--- config.mk ---
export PLATFORM = sky130hd
export DESIGN_NAME = cs_rr_arbiter
export DESIGN_NICKNAME = d
export VERILOG_FILES = /design/src/rtl/cs_rr_arbiter.sv
export SDC_FILE = /design/constraint.sdc
export NUM_CORES = 1
export LEC_CHECK = 0
export BUFFER_PORTS_ARGS = -buffer_cell sky130_fd_sc_hd__buf_4
export CAP_MARGIN = 20
export CORE_AREA = 5 5 60 62
export DETAILED_ROUTE_END_ITERATION = 6
export DIE_AREA = 0 0 65 67
export GPL_TIMING_DRIVEN = 0
export PLACE_DENSITY = 0.89
export SLEW_MARGIN = 30
export SYNTH_ARGS = -nofsm -noshare
export SYNTH_HDL_FRONTEND = slang
export SYNTH_SLANG_ARGS = --single-unit
--- constraint.sdc ---
create_clock -name clk -period 7.9 [get_ports clk]
set_input_delay 0.79 -clock clk [delete_from_list [all_inputs] [get_ports clk]]
set_output_delay 0.79 -clock clk [all_outputs]
set_load 0.02 [all_outputs]
--- src/rtl/cs_rr_arbiter.sv ---
// ---------------------------------------------------------------------------
// cs_rr_arbiter
//
// Round-robin chip-select arbiter for eight requesters that share a single
// 3-to-8 select resource. Exactly one active-low select line is driven at a
// time. gnt_L uses the same encoding as the downstream decoder: one bit low
// for the owner, or all ones when nobody owns the resource. Consecutive
// owners are always separated by one all-high cycle. Each grant can
// optionally be cut off after HOLD_MAX cycles.
//
// Parameters
//   HOLD_MAX : maximum number of cycles one grant may last (0 = unlimited)
//   CNT_W    : hold-counter width, must satisfy 2**CNT_W > HOLD_MAX
//
// Ports
//   clk         in   rising-edge clock
//   rst         in   synchronous active-high reset, overrides all inputs
//   en          in   global enable; low releases the owner and blocks grants
//   req[7:0]    in   active-high requests, held by a requester until served
//   done        in   owner finished; release on the next edge
//   gnt_L[7:0]  out  active-low one-hot grant, 8'hFF when idle
//   gnt_idx     out  index of the current or most recent owner
//   busy        out  high while a grant is active
//   timeout     out  one-cycle pulse when only the hold limit ended a grant
//   state_dbg_o out  current FSM state (IDLE=0, GRANT=1, GAP=2)
//
// All outputs come straight from registers.
// ---------------------------------------------------------------------------
module cs_rr_arbiter #(
   parameter int unsigned HOLD_MAX = 16,
   parameter int unsigned CNT_W    = 5
) (
   input  logic       clk,
   input  logic       rst,
   input  logic       en,
   input  logic [7:0] req,
   input  logic       done,
   output logic [7:0] gnt_L,
   output logic [2:0] gnt_idx,
   output logic       busy,
   output logic       timeout,
   output logic [1:0] state_dbg_o
);

   typedef enum logic [1:0] {
      ST_IDLE  = 2'd0,
      ST_GRANT = 2'd1,
      ST_GAP   = 2'd2
   } state_e;

   localparam bit               HOLD_EN  = (HOLD_MAX != 0);
   localparam logic [CNT_W-1:0] HOLD_LIM = CNT_W'(HOLD_MAX);
   localparam logic [CNT_W-1:0] CNT_SAT  = '1;

   state_e           state_q, state_d;
   logic [2:0]       ptr_q, ptr_d;
   logic [CNT_W-1:0] cnt_q, cnt_d;
   logic [7:0]       gnt_l_q, gnt_l_d;
   logic [2:0]       idx_q, idx_d;
   logic             busy_q, busy_d;
   logic             tmo_q, tmo_d;

   // ------------------------------------------------------------------
   // Arbitration: rotate the request vector so that the bit at ptr lands
   // at position 0, pick the lowest set bit, then undo the rotation. The
   // 3-bit add wraps naturally from 7 back to 0.
   // ------------------------------------------------------------------
   logic [15:0] req_dbl;
   logic [7:0]  req_rot;
   logic [2:0]  rot_off;
   logic        arb_found;
   logic        arb_go;
   logic [2:0]  arb_winner;

   assign req_dbl    = {req, req} >> ptr_q;
   assign req_rot    = req_dbl[7:0];
   assign arb_found  = |req_rot;
   assign arb_go     = en & arb_found;
   assign arb_winner = ptr_q + rot_off;

   // Descending scan so the lowest set bit is the last one written.
   always_comb begin
      rot_off = 3'd0;
      for (int k = 7; k >= 0; k--) begin
         if (req_rot[k]) begin
            rot_off = 3'(k);
         end
      end
   end

   // ------------------------------------------------------------------
   // Release causes while a grant is active. The hold limit alone raises
   // timeout; if any other cause coincides, the release counts as normal.
   // ------------------------------------------------------------------
   logic owner_req;
   logic other_rel;
   logic hold_hit;

   assign owner_req = req[idx_q];
   assign other_rel = done | ~owner_req | ~en;
   assign hold_hit  = HOLD_EN && (cnt_q == HOLD_LIM);

   // ------------------------------------------------------------------
   // Next-state and next-output logic
   // ------------------------------------------------------------------
   always_comb begin
      state_d = state_q;
      ptr_d   = ptr_q;
      cnt_d   = cnt_q;
      gnt_l_d = gnt_l_q;
      idx_d   = idx_q;
      busy_d  = busy_q;
      tmo_d   = 1'b0;

      case (state_q)
         ST_IDLE, ST_GAP: begin
            gnt_l_d = 8'hFF;
            busy_d  = 1'b0;
            if (arb_go) begin
               state_d = ST_GRANT;
               idx_d   = arb_winner;
               gnt_l_d = ~(8'h01 << arb_winner);
               busy_d  = 1'b1;
               cnt_d   = CNT_W'(1);
            end else begin
               // GAP lasts one cycle only; with nothing to serve fall to IDLE.
               state_d = ST_IDLE;
            end
         end

         ST_GRANT: begin
            if (other_rel || hold_hit) begin
               state_d = ST_GAP;
               gnt_l_d = 8'hFF;
               busy_d  = 1'b0;
               // The owner just served becomes lowest priority next round.
               ptr_d   = idx_q + 3'd1;
               tmo_d   = hold_hit & ~other_rel;
            end else if (cnt_q != CNT_SAT) begin
               cnt_d = cnt_q + CNT_W'(1);
            end
         end

         default: begin
            state_d = ST_IDLE;
            gnt_l_d = 8'hFF;
            busy_d  = 1'b0;
         end
      endcase
   end

   // ------------------------------------------------------------------
   // State register
   // ------------------------------------------------------------------
   always_ff @(posedge clk) begin
      if (rst) begin
         state_q <= ST_IDLE;
         ptr_q   <= 3'd0;
         cnt_q   <= '0;
         gnt_l_q <= 8'hFF;
         idx_q   <= 3'd0;
         busy_q  <= 1'b0;
         tmo_q   <= 1'b0;
      end else begin
         state_q <= state_d;
         ptr_q   <= ptr_d;
         cnt_q   <= cnt_d;
         gnt_l_q <= gnt_l_d;
         idx_q   <= idx_d;
         busy_q  <= busy_d;
         tmo_q   <= tmo_d;
      end
   end

   assign gnt_L       = gnt_l_q;
   assign gnt_idx     = idx_q;
   assign busy        = busy_q;
   assign timeout     = tmo_q;
   assign state_dbg_o = state_q;

   // ------------------------------------------------------------------
   // Structural invariants of the grant outputs
   // ------------------------------------------------------------------
   // At most one select line is low at any time.
   a_onehot_low: assert property (@(posedge clk) disable iff (rst)
      $countones(~gnt_l_q) <= 1);

   // busy mirrors whether any select line is low.
   a_busy_match: assert property (@(posedge clk) disable iff (rst)
      busy_q == (gnt_l_q != 8'hFF));

   // A disabled cycle never produces a grant on the following edge.
   a_en_block: assert property (@(posedge clk) disable iff (rst)
      !en |=> (gnt_l_q == 8'hFF));

   // timeout only appears while the lines are all high.
   a_tmo_idle: assert property (@(posedge clk) disable iff (rst)
      tmo_q |-> (gnt_l_q == 8'hFF));

endmodule

# Yosys cells after proc, flatten, opt, wreduce, memory -nomap -nowiden
# Cells that the tools add are included.
# word_totals
register_bits	23
latch_bits	0
ram_bits	0
mem_bits_ro	0
out_inout_bits	15
word_cells	63
memories	0
# op_classes
addsub	3
mul	0
div	0
n_lt_le_gt_ge	1
n_eq_ne	8
shift	2
muxes	23
n_bitwise	10
n_reduce_logical	9
# ops
operator	n
two-way mux 3 bit	8
two-way mux 8 bit	2
case mux 8 bit (2 select lines)	1
right shift 16 x 3 -> 8 bit	1
two-way mux 5 bit	3
case mux 5 bit (2 select lines)	1
inequality test 2 bit (second input constant)	4
NOT 8 bit	1
OR reduction 8 bit	1
<< shifter 1 x 3 -> 8 bit (first input constant)	1
adder 5 x 1 -> 5 bit (second input constant)	1
equality test 5 bit (second input constant)	1
inequality test 5 bit (second input constant)	1
NOT 1 bit	5
< comparator 3 x 4 -> 1 bit (second input constant)	1
two-way mux 1 bit	4
case mux 2 bit (2 select lines)	1
AND reduction 2 bit	2
AND reduction 4 bit	1
adder 3 x 1 -> 3 bit (second input constant)	1
adder 3 bit	1
binary-select mux 1 bit (select 3 bit)	1
OR reduction 3 bit	1
bitwise AND 1 bit	2
other kinds (9)	10

# Longest topological paths before layout
# Gate-level depths: netlist of run 1.
# logic_depth
ltp_word	14
ltp_mapped	14
ltp_nobuf	12

# Worst setup path before layout of run 1
# No wires, ideal clock.
# synth_timing
path_type	input port to flip-flop
from	in req[1]
to	reg gnt_l_q[4], in the netlist gnt_L[4]
setup_ns	0.117
arrival_ns	3.263
required_time_ns	7.783
slack_ns	4.520
stages	11
n_path_buf	0
path_cell_list	mux4_2 nor2_1 nor3_1 or4_1 a32oi_1 ha_1 inv_1 fa_1 xnor2_1 xnor2_1 o22a_1
# synth_between
elab_chain_cells	14
elab_cells_between_ends	23
cone_classes	1 x add/sub; 1 x eq/ne; 2 x shift; 12 x mux; 5 x bitwise; 2 x reduce/logical
# synth_rtl
item	line	rtl
start: declaration	36	input logic [7:0] req,
right shift 16 x 3 -> 8 bit	75	assign req_dbl = {req, req} >> ptr_q;
two-way mux 3 bit (8 in series)	85	if (req_rot[k]) begin
adder 3 bit	79	assign arb_winner = ptr_q + rot_off;
<< shifter 1 x 3 -> 8 bit	122	gnt_l_d = ~(8'h01 << arb_winner);
NOT 8 bit	122	
two-way mux 8 bit	119	if (arb_go) begin
case mux 8 bit (2 select lines)	115	case (state_q)
end signal: assignment	168	gnt_l_q <= gnt_l_d;
end: declaration	58	logic [7:0] gnt_l_q, gnt_l_d;
# Several ways; a longest one is shown, not always the timed one. The select of a mux whose other input is x is not followed.
# A chain may end at the register's enable or synchronous reset.

# Final worst setup path of run 1
# Ends and elaborated chain as after synthesis.

==> metrics.log, run 1 <==
INFO  metric place.port_buffers = 25
INFO  metric postSynth.topFlopCell = dfxtp_1
INFO  metric min_period_over_period = 43.4%
INFO  metric placementRows = 20
INFO  metric timing.final.setup_violations = 0
INFO  metric maxCapViolCount = 0
INFO  metric r2r_setup_slack = 4.49 ns
INFO  metric cellPowerDensity = 144 mW/mm^2
INFO  metric synth_enable_flop_cells = 0
INFO  metric worstSetupPathType = in2reg
INFO  metric synth_top_cells_by_count = 31 x nor2_1, 23 x dfxtp_1, 16 x a21oi_1
INFO  metric layout.filler_cells = 250
INFO  metric cts.path.max_buffers = 2
INFO  metric cts.repair.resized = 0
INFO  metric p_switching = 0.0942 mW
INFO  metric report.final.slew_viol_count = 0
INFO  metric areaGrowthSynthToFinish = 14.8%
INFO  metric grt_pass1_wl = 6640 um
INFO  metric grt_pass1_vias = 1461
INFO  metric ys.warnings.count = 0
INFO  metric synth_most_common_cell = nor2_1
INFO  metric postSynthCellCount = 182
INFO  metric groute.usage.overall = 18.9%
INFO  metric finalHoldViolations = 0
INFO  metric final_core_util = 66.5%
INFO  metric post_route_cells_drive_above_1_share = 27.0%
INFO  metric seq_power_share = 44.9%
INFO  metric detailroute.via_count = 1516
INFO  metric ios = 27
INFO  metric cts_sinks = 23
INFO  metric n_antenna_cell = 0
INFO  metric cts_buffers = 3
INFO  metric overall_power_after_layout = 0.286 mW
INFO  metric yosysSeqAreaShare = 26.7%
INFO  metric clkSlewWorstSetupHoldPaths = 0.12 ns
INFO  metric timing.max_slew.rel_slack = 39.6%
INFO  metric p_leak = 0.802 nW
INFO  metric insertion_delay = 0.30 ns
INFO  metric grt-ovfl-total = 0
INFO  metric core-area = 0.00298 sq mm
INFO  metric switching_fraction_of_total_power = 33.0%
INFO  metric maximum_ir_drop_on_the_vdd_rail = 0.0595 mV
INFO  metric grt_max_degree = 13
INFO  metric rr_startpoint = ptr_q[0]
INFO  metric hold_depth = 2
INFO  metric setup_ws = 4.47 ns
INFO  metric synth_area_per_cell = 9.47 sq um
INFO  metric crit_arrival = 3.68 ns
INFO  metric cell_internal_pwr = 0.191 mW
INFO  metric routabilityCongestion = 0.869
INFO  metric reg2reg_to = gnt_L[4]
INFO  metric synth_largest_area_cell = dfxtp_1
INFO  metric overall_die_area = 0.00436 sq mm
INFO  metric antenna_violations_before_repair = 0
INFO  metric async_flop_share = 0%
INFO  metric finalClockSkew = 0.00354 ns
INFO  metric synth_nets = 200
INFO  metric clock-root-buffer = clkbuf_4
INFO  metric worst_r2r_path_depth = 11
INFO  metric cts.repair_timing.setup_buffer_count = 0
INFO  metric timing.critical_path.slowest_stage_cell = mux4_2
INFO  metric dp.cells = 240
INFO  metric floorplan.initialDensity = 57.9%
INFO  metric holdCritStartpoint = gnt_L[1]
INFO  metric post_layout_nonfiller_instances = 244
INFO  metric die_height = 67 um
INFO  metric ys_ff_latch = 23
INFO  metric hold-path-endpoint = gnt_L[1]
INFO  metric rsz0062_at_grt = false
INFO  metric route.final.wire_length = 3750 um
INFO  metric preCtsSetupSlack = 4.15 ns
INFO  metric syn_area = 0.00172 sq mm
INFO  metric critical_path.endpoint_type = flip-flop
INFO  metric cts-htree-levels = 1
INFO  metric synth.top_cell.area_share = 26.7%
INFO  metric ys_types = 42
INFO  metric final_antenna_net_count = 0
INFO  metric wl_per_cell = 15.4 um
INFO  metric cp_data_required_time = 8.15 ns
INFO  metric p_comb_share = 37.0%
INFO  metric hold_path.class = reg2reg
INFO  metric fin_nets = 230
INFO  metric drc = 0
INFO  metric via_per_inst = 6.21
INFO  metric tritoncts_clock_tree = built
INFO  metric crit_path_start_kind = input pin
INFO  metric worstPathCellList = buf_4 -> mux4_2 -> nor2_1 -> nor3_1 -> or4_1 -> a32oi_1 -> ha_1 -> inv_1 -> fa_1 -> xnor2_1 -> xnor2_1 -> o22a_1
INFO  metric place_hpwl = 2980 um
INFO  metric critical_path.max_fanout = 9
INFO  metric status = completed
INFO  metric yosys-top-cells-area = dfxtp_1 27%, mux4_2 18%, nor2_1 6.7%, a21oi_1 4.6%, ha_1 3.6%
INFO  metric pwr-share-clk = 18.0%
INFO  metric detail_route.iter0.violations = 164
INFO  metric final.setup.tns = 0 ns
INFO  metric maximum_cell_stage_delay_along_the_critical_path = 0.51 ns
INFO  metric max_freq = 292 MHz
INFO  metric cts_hold_buf = 0
INFO  metric most_frequent_cp_cell = xnor2_1
INFO  metric die_x = 65 um
INFO  metric drt-pass1-iter-count = 4
INFO  metric timing_worst_slew_pin_value = 0.895 ns
INFO  metric period_needed = 3.43 ns
sequential cells by signal, summed over array words and instances (netlist names):
| register | flops |
|---|---|
| gnt_L | 8 |
| cnt_q | 5 |
| gnt_idx | 3 |
| ptr_q | 3 |
| state_dbg_o | 2 |
| busy | 1 |
| timeout | 1 |
per-layer routing:
metal  vias to the layer above  wire, um  global-route usage (%)
met2                        66      1800                    31.7
met5                         -         0                       0
li1                        734         -                       -
met1                       714      1600                    25.5
met3                         2       338                    2.87
met4                         0         9                    5.01
kinds of logic after synthesis:
group / Yosys count / synth area share [%]
AOI/OAI and AO/OA: 40 / 17.6
xor gates and xnor gates: 6 / 3.05
buffers and inverters: 18 / 6.17
adders and majority gates: 6 / 4.79
muxes: 18 / 21.6
DFF: 23 / 26.7
and+or+nand+nor: 71 / 20.1
final cells by class:
| type | instances | area [sq um] | area share (%) |
|---|---|---|---|
| Clock buffer | 4 | 26.3 | 1.33 |
| Inverter | 7 | 26.3 | 1.33 |
| Tap cell | 33 | 41.3 | 2.09 |
| Multi-Input combinational cell | 141 | 1160 | 58.5 |
| Timing Repair Buffer | 25 | 188 | 9.48 |
| Sequential cell | 23 | 460 | 23.3 |
| Buffer | 11 | 80.1 | 4.05 |
power groups by stage:
stage	combinational [mW]	clock, mW	sequential [mW]
after global placement	0.103	0	0.131
after CTS	0.106	0.0530	0.128
final	0.106	0.0516	0.128
after global routing	0.116	0.0606	0.129
after detailed placement	0.105	0	0.131
after floorplan	0.0719	0	0.135
worst max path at each step:
stage,startpoint,to,slack (ns),depth (start not counted)
floorplan,req[1],gnt_L[4],4.52,11
global placement,req[1],gnt_L[4],4.15,12
detailed placement,req[1],gnt_L[4],4.15,12
CTS,ptr_q[0],gnt_L[4],4.45,11
global route,ptr_q[0],gnt_L[4],4.28,11
finish,req[1],gnt_L[4],4.47,12
cells in the final DEF (no fill, tap or decap), drive strengths merged:
cell type and count:
nor3 12, a21oi 16, o22a 4, nor4b 2, mux4 15, mux2i 3, and3 2, nand3b 2
fa 1, ha 5, or3 1, a211oi 4, buf 33, o211ai 1, dfxtp 23, a21o 8
or4 1, o41ai 1, xnor2 2, clkinv 1, nand3 3, xor2 4, inv 6, nor2b 4
o21a 1, nand2b 2, a22o 2, nor4 2, a32oi 1, a311oi 2, nand2 6, or2 3
clkbuf 7, nor2 31
per-stage QoR:
step	cell area [sq um]	hold WS, ns
4_1_cts	1980	0.495
3_5_place_dp	1950	0.467
3_3_place_gp	1950	0.458
2_1_floorplan	1720	0.470
6_report	1980	0.494
5_1_grt	1980	0.519
critical path: cells and delay by family:
| kind | cells | cell delay [ns] |
|---|---|---|
| AO/OA/AOI/OAI | 2 | 0.43 |
| XOR/XNOR | 2 | 0.61 |
| adder cells (fa/ha/maj) | 2 | 0.53 |
| buffers and inverters | 2 | 0.18 |
| multiplexers | 1 | 0.51 |
| AND/OR/NAND/NOR | 3 | 0.62 |
Note: power is estimated with default switching activity, not from simulation.
==> run 2: changes to the inputs <==
--- a/config.mk
+++ b/config.mk
@@ -5,13 +5,14 @@
 export SDC_FILE = /design/constraint.sdc
 export NUM_CORES = 1
 export LEC_CHECK = 0
+export ABC_AREA = 1
 export BUFFER_PORTS_ARGS = -buffer_cell sky130_fd_sc_hd__buf_4
 export CAP_MARGIN = 20
-export CORE_AREA = 5 5 60 62
+export CORE_AREA = 5 5 62 64
 export DETAILED_ROUTE_END_ITERATION = 6
-export DIE_AREA = 0 0 65 67
+export DIE_AREA = 0 0 67 69
 export GPL_TIMING_DRIVEN = 0
-export PLACE_DENSITY = 0.89
+export PLACE_DENSITY = 0.84
 export SLEW_MARGIN = 30
 export SYNTH_ARGS = -nofsm -noshare
 export SYNTH_HDL_FRONTEND = slang
==> constraint.sdc (replaced) <==
create_clock -name clk -period 3.6 [get_ports clk]
set_input_delay 0.36 -clock clk [delete_from_list [all_inputs] [get_ports clk]]
set_output_delay 0.36 -clock clk [all_outputs]
set_load 0.02 [all_outputs]
==> metrics.log, run 2 <==
INFO  metric crit_arrival = 2.99 ns (was 3.68 ns)
INFO  metric cp_data_required_time = 3.82 ns (was 8.15 ns)
INFO  metric routabilityCongestion = 0.904 (was 0.869)
INFO  metric fin_worst_hold_slack = 0.425 ns (was 0.494 ns)
INFO  metric cts_sinks = 23 (unchanged)
INFO  metric critical_path.max_fanout = 9 (unchanged)
INFO  metric hold_depth = 5 (was 2)
INFO  metric synth_top_cells_by_count = 83 x nand2_1, 23 x dfxtp_1, 22 x nand3_1 (was 31 x nor2_1, 23 x dfxtp_1, 16 x a21oi_1)
INFO  metric worst_r2r_path_depth = 23 (was 11)
INFO  metric rsz0062_at_grt = false (unchanged)
INFO  metric wl_per_cell = 10.9 um (was 15.4 um)
INFO  metric ys_types = 32 (was 42)
INFO  metric r2r_setup_slack = 0.83 ns (was 4.49 ns)
INFO  metric tritoncts_clock_tree = built (unchanged)
INFO  metric n_antenna_cell = 0 (unchanged)
INFO  metric async_flop_share = 0% (unchanged)
INFO  metric grt-ovfl-total = 0 (unchanged)
INFO  metric largest_register_ffs = 8 (unchanged)
INFO  metric layout.filler_cells = 320 (was 250)
INFO  metric grt_pass1_vias = 1629 (was 1461)
INFO  metric via_per_inst = 4.99 (was 6.21)
INFO  metric route.final.wire_length = 3630 um (was 3750 um)
INFO  metric synth_enable_flop_cells = 0 (unchanged)
INFO  metric synth_largest_area_cell = dfxtp_1 (unchanged)
INFO  metric dp.cells = 330 (was 240)
INFO  metric synth_area_per_cell = 6.57 sq um (was 9.47 sq um)
INFO  metric report.final.slew_viol_count = 0 (unchanged)
INFO  metric grt_max_degree = 13 (unchanged)
INFO  metric fin_nets = 307 (was 230)
INFO  metric synth.top_cell.area_share = 27.1% (was 26.7%)
INFO  metric grt_pass1_wl = 6780 um (was 6640 um)
INFO  metric synth_nets = 277 (was 200)
INFO  metric max_freq = 361 MHz
INFO  metric hold-path-endpoint = timeout (was gnt_L[1])
INFO  metric maxCapViolCount = 0 (unchanged)
INFO  metric worstSetupPathType = reg2reg (was in2reg)
INFO  metric finalHoldViolations = 0 (unchanged)
INFO  metric maximum_ir_drop_on_the_vdd_rail = 0.246 mV (was 0.0595 mV)
INFO  metric final.setup.tns = 0 ns (unchanged)
INFO  metric ys_ff_latch = 23 (unchanged)
INFO  metric clock-root-buffer = clkbuf_4 (unchanged)
INFO  metric crit_path_start_kind = flip-flop (was input pin)
INFO  metric place.port_buffers = 25 (unchanged)
INFO  metric reg2reg_to = gnt_L[2] (was gnt_L[4])
INFO  metric cellPowerDensity = 358 mW/mm^2 (was 144 mW/mm^2)
INFO  metric overall_die_area = 0.00462 sq mm (was 0.00436 sq mm)
INFO  metric cts_buffers = 3 (unchanged)
INFO  metric timing.final.setup_violations = 0 (unchanged)
INFO  metric layout_commonest_cell = nand2_1 (was nor2_1)
INFO  metric yosysSeqAreaShare = 27.1% (was 26.7%)
INFO  metric post_route_cells_drive_above_1_share = 24.7% (was 27.0%)
INFO  metric ys.warnings.count = 0 (unchanged)
INFO  metric timing.max_slew.rel_slack = 67.2% (was 39.6%)
INFO  metric die_x = 67 um (was 65 um)
INFO  metric min_period_over_period = 76.9%
INFO  metric detailroute.via_count = 1667 (was 1516)
INFO  metric drc = 0 (unchanged)
INFO  metric postSynth.topFlopCell = dfxtp_1 (unchanged)
INFO  metric detail_route.iter0.violations = 122 (was 164)
INFO  metric cts.repair.resized = 0 (unchanged)
INFO  metric areaGrowthSynthToFinish = 16.0% (was 14.8%)
INFO  metric holdCritStartpoint = done (was gnt_L[1])
INFO  metric yosys-top-cells-area = dfxtp_1 27%, nand2_1 18%, nand2_2 7.4%, nand3_1 6.5%, inv_1 4.4% (was dfxtp_1 27%, mux4_2 18%, nor2_1 6.7%, a21oi_1 4.6%, ha_1 3.6%)
INFO  metric timing_worst_slew_pin_value = 0.490 ns (was 0.895 ns)
INFO  metric layout_common_cells = 83 x nand2_1, 28 x buf_4, 23 x dfxtp_1 (was 31 x nor2_1, 29 x buf_4, 23 x dfxtp_1)
INFO  metric post_layout_nonfiller_instances = 334 (was 244)
INFO  metric synth_most_common_cell = nand2_1 (was nor2_1)
INFO  metric hold_path.class = in2reg (was reg2reg)
INFO  metric antenna_violations_before_repair = 0 (unchanged)
INFO  metric cts.repair_timing.setup_buffer_count = 0 (unchanged)
INFO  metric rr_startpoint = ptr_q[0] (unchanged)
INFO  metric groute.usage.overall = 17.9% (was 18.9%)
INFO  metric final_antenna_net_count = 0 (unchanged)
INFO  metric postSynthCellCount = 259 (was 182)
INFO  metric insertion_delay = 0.32 ns (was 0.30 ns)
INFO  metric period_needed = 2.77 ns
INFO  metric cts-htree-levels = 1 (unchanged)
INFO  metric cts_hold_buf = 0 (unchanged)
INFO  metric core-area = 0.00323 sq mm (was 0.00298 sq mm)
INFO  metric syn_area = 0.00170 sq mm (was 0.00172 sq mm)
INFO  metric p_leak = 0.962 nW (was 0.802 nW)
INFO  metric finalClockSkew = 0.00353 ns (was 0.00354 ns)
INFO  metric floorplan.initialDensity = 52.6% (was 57.9%)
INFO  metric cts.path.max_buffers = 2 (unchanged)
INFO  metric status = completed (unchanged)
INFO  metric clkSlewWorstSetupHoldPaths = 0.12 ns (about the same)
INFO  metric place_hpwl = 2900 um (was 2980 um)
INFO  metric placementRows = 21 (was 20)
INFO  metric drt-pass1-iter-count = 4 (unchanged)
INFO  metric critical_path.endpoint_type = flip-flop (unchanged)
INFO  metric die_height = 69 um (was 67 um)
INFO  metric ios = 27 (unchanged)
[run 2: cell types whose count changed in the layout (fill, tap and decap cells not counted), sizes merged, moves of 6 or more]
cell,delta
inv,+19
nand2,+101
o21ai,+8
nor2,-9
a21o,-8
mux4,-15
nand3,+24
nand4,+6
nor3,-11
[run 2: cell families (layout without fill, tap and decap cells)]
logic type | after synthesis | count (layout) | synth area share, %
AND/OR/NAND/NOR | 165 | 165 | 47.7
buffers and inverters | 33 | 62 | 9.27
AO/OA/AOI/OAI | 29 | 29 | 9.57
flip-flops | 23 | 23 | 27.1
adder cells (fa/ha/maj) | 6 | 6 | 4.86
XOR/XNOR | 3 | 3 | 1.55
[run 2: cell type report]
class	count	area, sq um	share of cell area [%]
Buffer	7	52.6	2.66
Clock buffer	4	26.3	1.33
Inverter	26	105	5.33
Multi-Input combinational cell	203	1080	54.9
Sequential cell	23	460	23.4
Tap cell	46	57.6	2.92
Timing Repair Buffer	25	188	9.52
[run 2: how the worst max path moves through the flow]
stage / from / endpoint / slack [ns] / depth (start not counted)
after floorplan: ptr_q[0] / gnt_L[1] / 1.10 / 23
after global placement: ptr_q[0] / gnt_L[1] / 0.90 / 23
after detailed placement: ptr_q[0] / gnt_L[1] / 0.84 / 23
after CTS: ptr_q[0] / gnt_L[1] / 0.81 / 23
after global routing: ptr_q[0] / gnt_L[1] / 0.46 / 23
final: ptr_q[0] / gnt_L[2] / 0.83 / 23
[run 2: through the flow]
step / total power [mW] / area, sq um / utilization, % / worst slack [ns]
3_5_place_dp: 0.589 / 1950 / 60.2 / 0.836
4_1_cts: 0.712 / 1970 / 61.0 / 0.809
6_report: 0.707 / 1970 / 61.0 / 0.831
3_3_place_gp: 0.583 / 1950 / 60.2 / 0.903
5_1_grt: 0.768 / 1970 / 61.0 / 0.462
2_1_floorplan: 0.517 / 1700 / - / 1.10
[run 2: per-layer routing]
metal  vias up  global-route usage [%]  wire length (um)
met2        19                    29.6              1800
li1        889                       -                 -
met4         0                    6.76                64
met5         -                       0                 0
met1       754                    22.9              1680
met3         5                    2.76                90
[run 2: report_power, final]
group          switching (mW)  leakage, nW  internal, mW
Clock                  0.0799       0.0150        0.0435
Sequential             0.0165        0.188         0.273
Combinational           0.185        0.759         0.109
Total                   0.281        0.962         0.426
[run 2: critical path: stages, from the launching register on]
cell,delay (ns)
dfxtp_1,0.38
buf_6,0.15
inv_6,0.06
nand2_2,0.06
nand3_1,0.06
nand2_1,0.09
nand2_1,0.06
nand2_2,0.09
nand3_1,0.07
nand2_1,0.06
nand2_1,0.04
nand2_1,0.06
nand2_1,0.04
a21boi_0,0.16
ha_1,0.17
inv_1,0.05
fa_1,0.37
xor2_1,0.16
inv_1,0.07
nand3_2,0.10
nand2_2,0.13
inv_2,0.05
o21ai_1,0.11
nand2_1,0.07
==> run 3: changes to the inputs <==
--- a/config.mk
+++ b/config.mk
@@ -5,14 +5,14 @@
 export SDC_FILE = /design/constraint.sdc
 export NUM_CORES = 1
 export LEC_CHECK = 0
-export ABC_AREA = 1
+export ABC_AREA = 0
 export BUFFER_PORTS_ARGS = -buffer_cell sky130_fd_sc_hd__buf_4
 export CAP_MARGIN = 20
-export CORE_AREA = 5 5 62 64
+export CORE_AREA = 5 5 65 67
 export DETAILED_ROUTE_END_ITERATION = 6
-export DIE_AREA = 0 0 67 69
+export DIE_AREA = 0 0 70 72
 export GPL_TIMING_DRIVEN = 0
-export PLACE_DENSITY = 0.84
+export PLACE_DENSITY = 0.81
 export SLEW_MARGIN = 30
 export SYNTH_ARGS = -nofsm -noshare
 export SYNTH_HDL_FRONTEND = slang
==> constraint.sdc (replaced) <==
create_clock -name clk -period 2.42 [get_ports clk]
set_input_delay 0.242 -clock clk [delete_from_list [all_inputs] [get_ports clk]]
set_output_delay 0.242 -clock clk [all_outputs]
set_load 0.02 [all_outputs]
==> metrics.log, run 3 (synthesis results as in run 1) <==
INFO  metric cts_hold_buf = 0 (unchanged)
INFO  metric grtUsageMet2 = 30.5% (was 29.6%)
INFO  metric layout_commonest_cell = buf_4 (was nand2_1)
INFO  metric place.port_buffers = 25 (unchanged)
INFO  metric report.final.slew_viol_count = 0 (unchanged)
INFO  metric placementRows = 22 (was 21)
INFO  metric global_route.usage.met1 = 21.7% (was 22.9%)
INFO  metric crit_arrival = 3.51 ns (was 2.99 ns)
INFO  metric clkSlewWorstSetupHoldPaths = 0.13 ns (was 0.12 ns)
INFO  metric grt-ovfl-total = 0 (unchanged)
INFO  metric preCtsSetupSlack = -0.927 ns (was 0.836 ns)
INFO  metric final_antenna_net_count = 0 (unchanged)
INFO  metric timing.final.setup_violations = 11 (was 0)
INFO  metric dp.cells = 255 (was 330)
INFO  metric clock-root-buffer = clkbuf_4 (unchanged)
INFO  metric p_leak = 0.900 nW (was 0.962 nW)
INFO  metric post_route_cells_drive_above_1_share = 41.8% (was 24.7%)
INFO  metric maximum_ir_drop_on_the_vdd_rail = 0.211 mV (was 0.246 mV)
INFO  metric via_per_inst = 5.88 (was 4.99)
INFO  metric finalClockSkew = 0.00318 ns (was 0.00353 ns)
INFO  metric violated_checks = setup timing
INFO  metric cellPowerDensity = 463 mW/mm^2 (was 358 mW/mm^2)
INFO  metric layout_common_cells = 36 x buf_4, 29 x nor2_1, 22 x dfxtp_1 (was 83 x nand2_1, 28 x buf_4, 23 x dfxtp_1)
INFO  metric worst_setup_path_startpoint = ptr_q[0] (unchanged)
INFO  metric timing.max_slew.rel_slack = 58.4% (was 67.2%)
INFO  metric grt_max_degree = 14 (was 13)
INFO  metric fin_nets = 239 (was 307)
INFO  metric drc = 0 (unchanged)
INFO  metric finalHoldViolations = 0 (unchanged)
INFO  metric area_of_all_placed_cells_without_fillers = 0.00226 sq mm (was 0.00197 sq mm)
INFO  metric floorplan.initialDensity = 48.2% (was 52.6%)
INFO  metric core-area = 0.00358 sq mm (was 0.00323 sq mm)
INFO  metric hold_path.class = in2reg (unchanged)
INFO  metric drt-pass1-iter-count = 4 (unchanged)
INFO  metric critical_path.endpoint_type = flip-flop (unchanged)
INFO  metric cts-htree-levels = 1 (unchanged)
INFO  metric cts.path.max_buffers = 2 (unchanged)
INFO  metric gr-usage-met3 = 1.80% (was 2.76%)
INFO  metric grt_pass1_wl = 7210 um (was 6780 um)
INFO  metric detailroute.via_count = 1576 (was 1667)
INFO  metric p_switching = 0.364 mW (was 0.281 mW)
INFO  metric grt_pass1_vias = 1551 (was 1629)
INFO  metric n_antenna_cell = 0 (unchanged)
INFO  metric areaGrowthSynthToFinish = 31.3% (was 16.0%)
INFO  metric post_layout_nonfiller_instances = 268 (was 334)
INFO  metric antenna_violations_before_repair = 0 (unchanged)
INFO  metric status = complete, but fails checks (was completed)
INFO  metric route.final.wire_length = 4190 um (was 3630 um)
INFO  metric setup_ws = -0.879 ns (was 0.831 ns)
INFO  metric routabilityCongestion = 0.878 (was 0.904)
INFO  metric cell_internal_pwr = 0.685 mW (was 0.426 mW)
INFO  metric critical_path.max_fanout = 5 (was 9)
INFO  metric wl_per_cell = 15.6 um (was 10.9 um)
INFO  metric min_period_over_period = 136% (was 76.9%)
INFO  metric final.setup.tns = -8.22 ns (was 0 ns)
INFO  metric pwr-share-clk = 16.7% (was 17.5%)
INFO  metric maxCapViolCount = 0 (unchanged)
INFO  metric overall_die_area = 0.00504 sq mm (was 0.00462 sq mm)
INFO  metric ios = 27 (unchanged)
INFO  metric holdCritStartpoint = en (was done)
INFO  metric tritoncts_clock_tree = built (unchanged)
INFO  metric cts_buffers = 3 (unchanged)
INFO  metric detail_route.iter0.violations = 125 (was 122)
INFO  metric largest_register_ffs = 8 (unchanged)
INFO  metric rr_startpoint = ptr_q[0] (unchanged)
INFO  metric cts_sinks = 23 (unchanged)
INFO  metric worst_r2r_path_depth = 12 (was 23)
INFO  metric hold_depth = 3 (was 5)
INFO  metric insertion_delay = 0.30 ns (was 0.32 ns)
INFO  metric place_area = 0.00202 sq mm (was 0.00195 sq mm)
INFO  metric place_hpwl = 3030 um (was 2900 um)
INFO  metric top_usage_layer = met2 (unchanged)
INFO  metric timing_worst_slew_pin_value = 0.620 ns (was 0.490 ns)
INFO  metric seq_power_share = 40.0% (was 41.0%)
INFO  metric max_freq = 303 MHz (was 361 MHz)
INFO  metric crit_path_start_kind = flip-flop (unchanged)
INFO  metric die_x = 70 um (was 67 um)
INFO  metric rsz0062_at_grt = true (was false)
INFO  metric die_height = 72 um (was 69 um)
INFO  metric groute.usage.overall = 16.9% (was 17.9%)
INFO  metric p_comb_share = 43.3% (was 41.5%)
INFO  metric worstSetupPathType = reg2reg (unchanged)
INFO  metric period_needed = 3.30 ns (was 2.77 ns)
INFO  metric cp_data_required_time = 2.63 ns (was 3.82 ns)
INFO  metric switching_fraction_of_total_power = 34.7% (was 39.8%)
run 3: worst paths after layout:
kind,endpoint,slack (ns)
min reg2reg,gnt_L[0],0.49
min,timeout,0.27
max reg2reg,gnt_L[4],-0.88
max,gnt_L[4],-0.88
run 3: power by group through the flow:
stage | combinational, mW | sequential (mW) | clock, mW
2_1_floorplan | 0.250 | 0.441 | 0
3_3_place_gp | 0.355 | 0.426 | 0
3_5_place_dp | 0.361 | 0.427 | 0
4_1_cts | 0.415 | 0.419 | 0.179
5_1_grt | 0.490 | 0.423 | 0.198
6_report | 0.454 | 0.419 | 0.175
run 3: area by class of cell:
cell class	count	area [sq um]
inverter	7	30.0
fill	295	1320
clock buffer	3	22.5
timing repair buffer	35	267
sequential	23	462
buffer	10	87.6
clock inverter	1	5.00
multi-input combinational	141	1330
tap	48	60.1
run 3: routing by layer:
layer  wire length [um]  vias to the layer above
li1                   -                      750
met1               1710                      757
met2               2190                       67
met3                275                        2
met4                 14                        0
met5                  0                        -
run 3: timing repair:
action | in CTS | in global routing
setup endpoints to repair | 13 | 15
gates resized for setup | 17 | 11
buffers inserted | 6 | 4
pin swaps | 8 | 7
run 3: worst max-delay path, cell delays in order (launching register included):
cell	delay (ns)
dfxtp_2	0.36
buf_6	0.12
mux4_2	0.52
nor2_1	0.12
nor3_1	0.05
or4_4	0.49
a32oi_2	0.25
ha_2	0.22
inv_2	0.04
fa_2	0.38
xnor2_4	0.31
xnor2_4	0.13
o22a_1	0.23
run 3: through the flow:
step           hold slack (ns)  util [%]  power (mW)
3_3_place_gp             0.456      56.4       0.781
2_1_floorplan            0.418         -       0.691
4_1_cts                  0.256      60.8        1.01
3_5_place_dp             0.460      56.4       0.788
6_report                 0.270      63.3        1.05
5_1_grt                  0.253      63.3        1.11
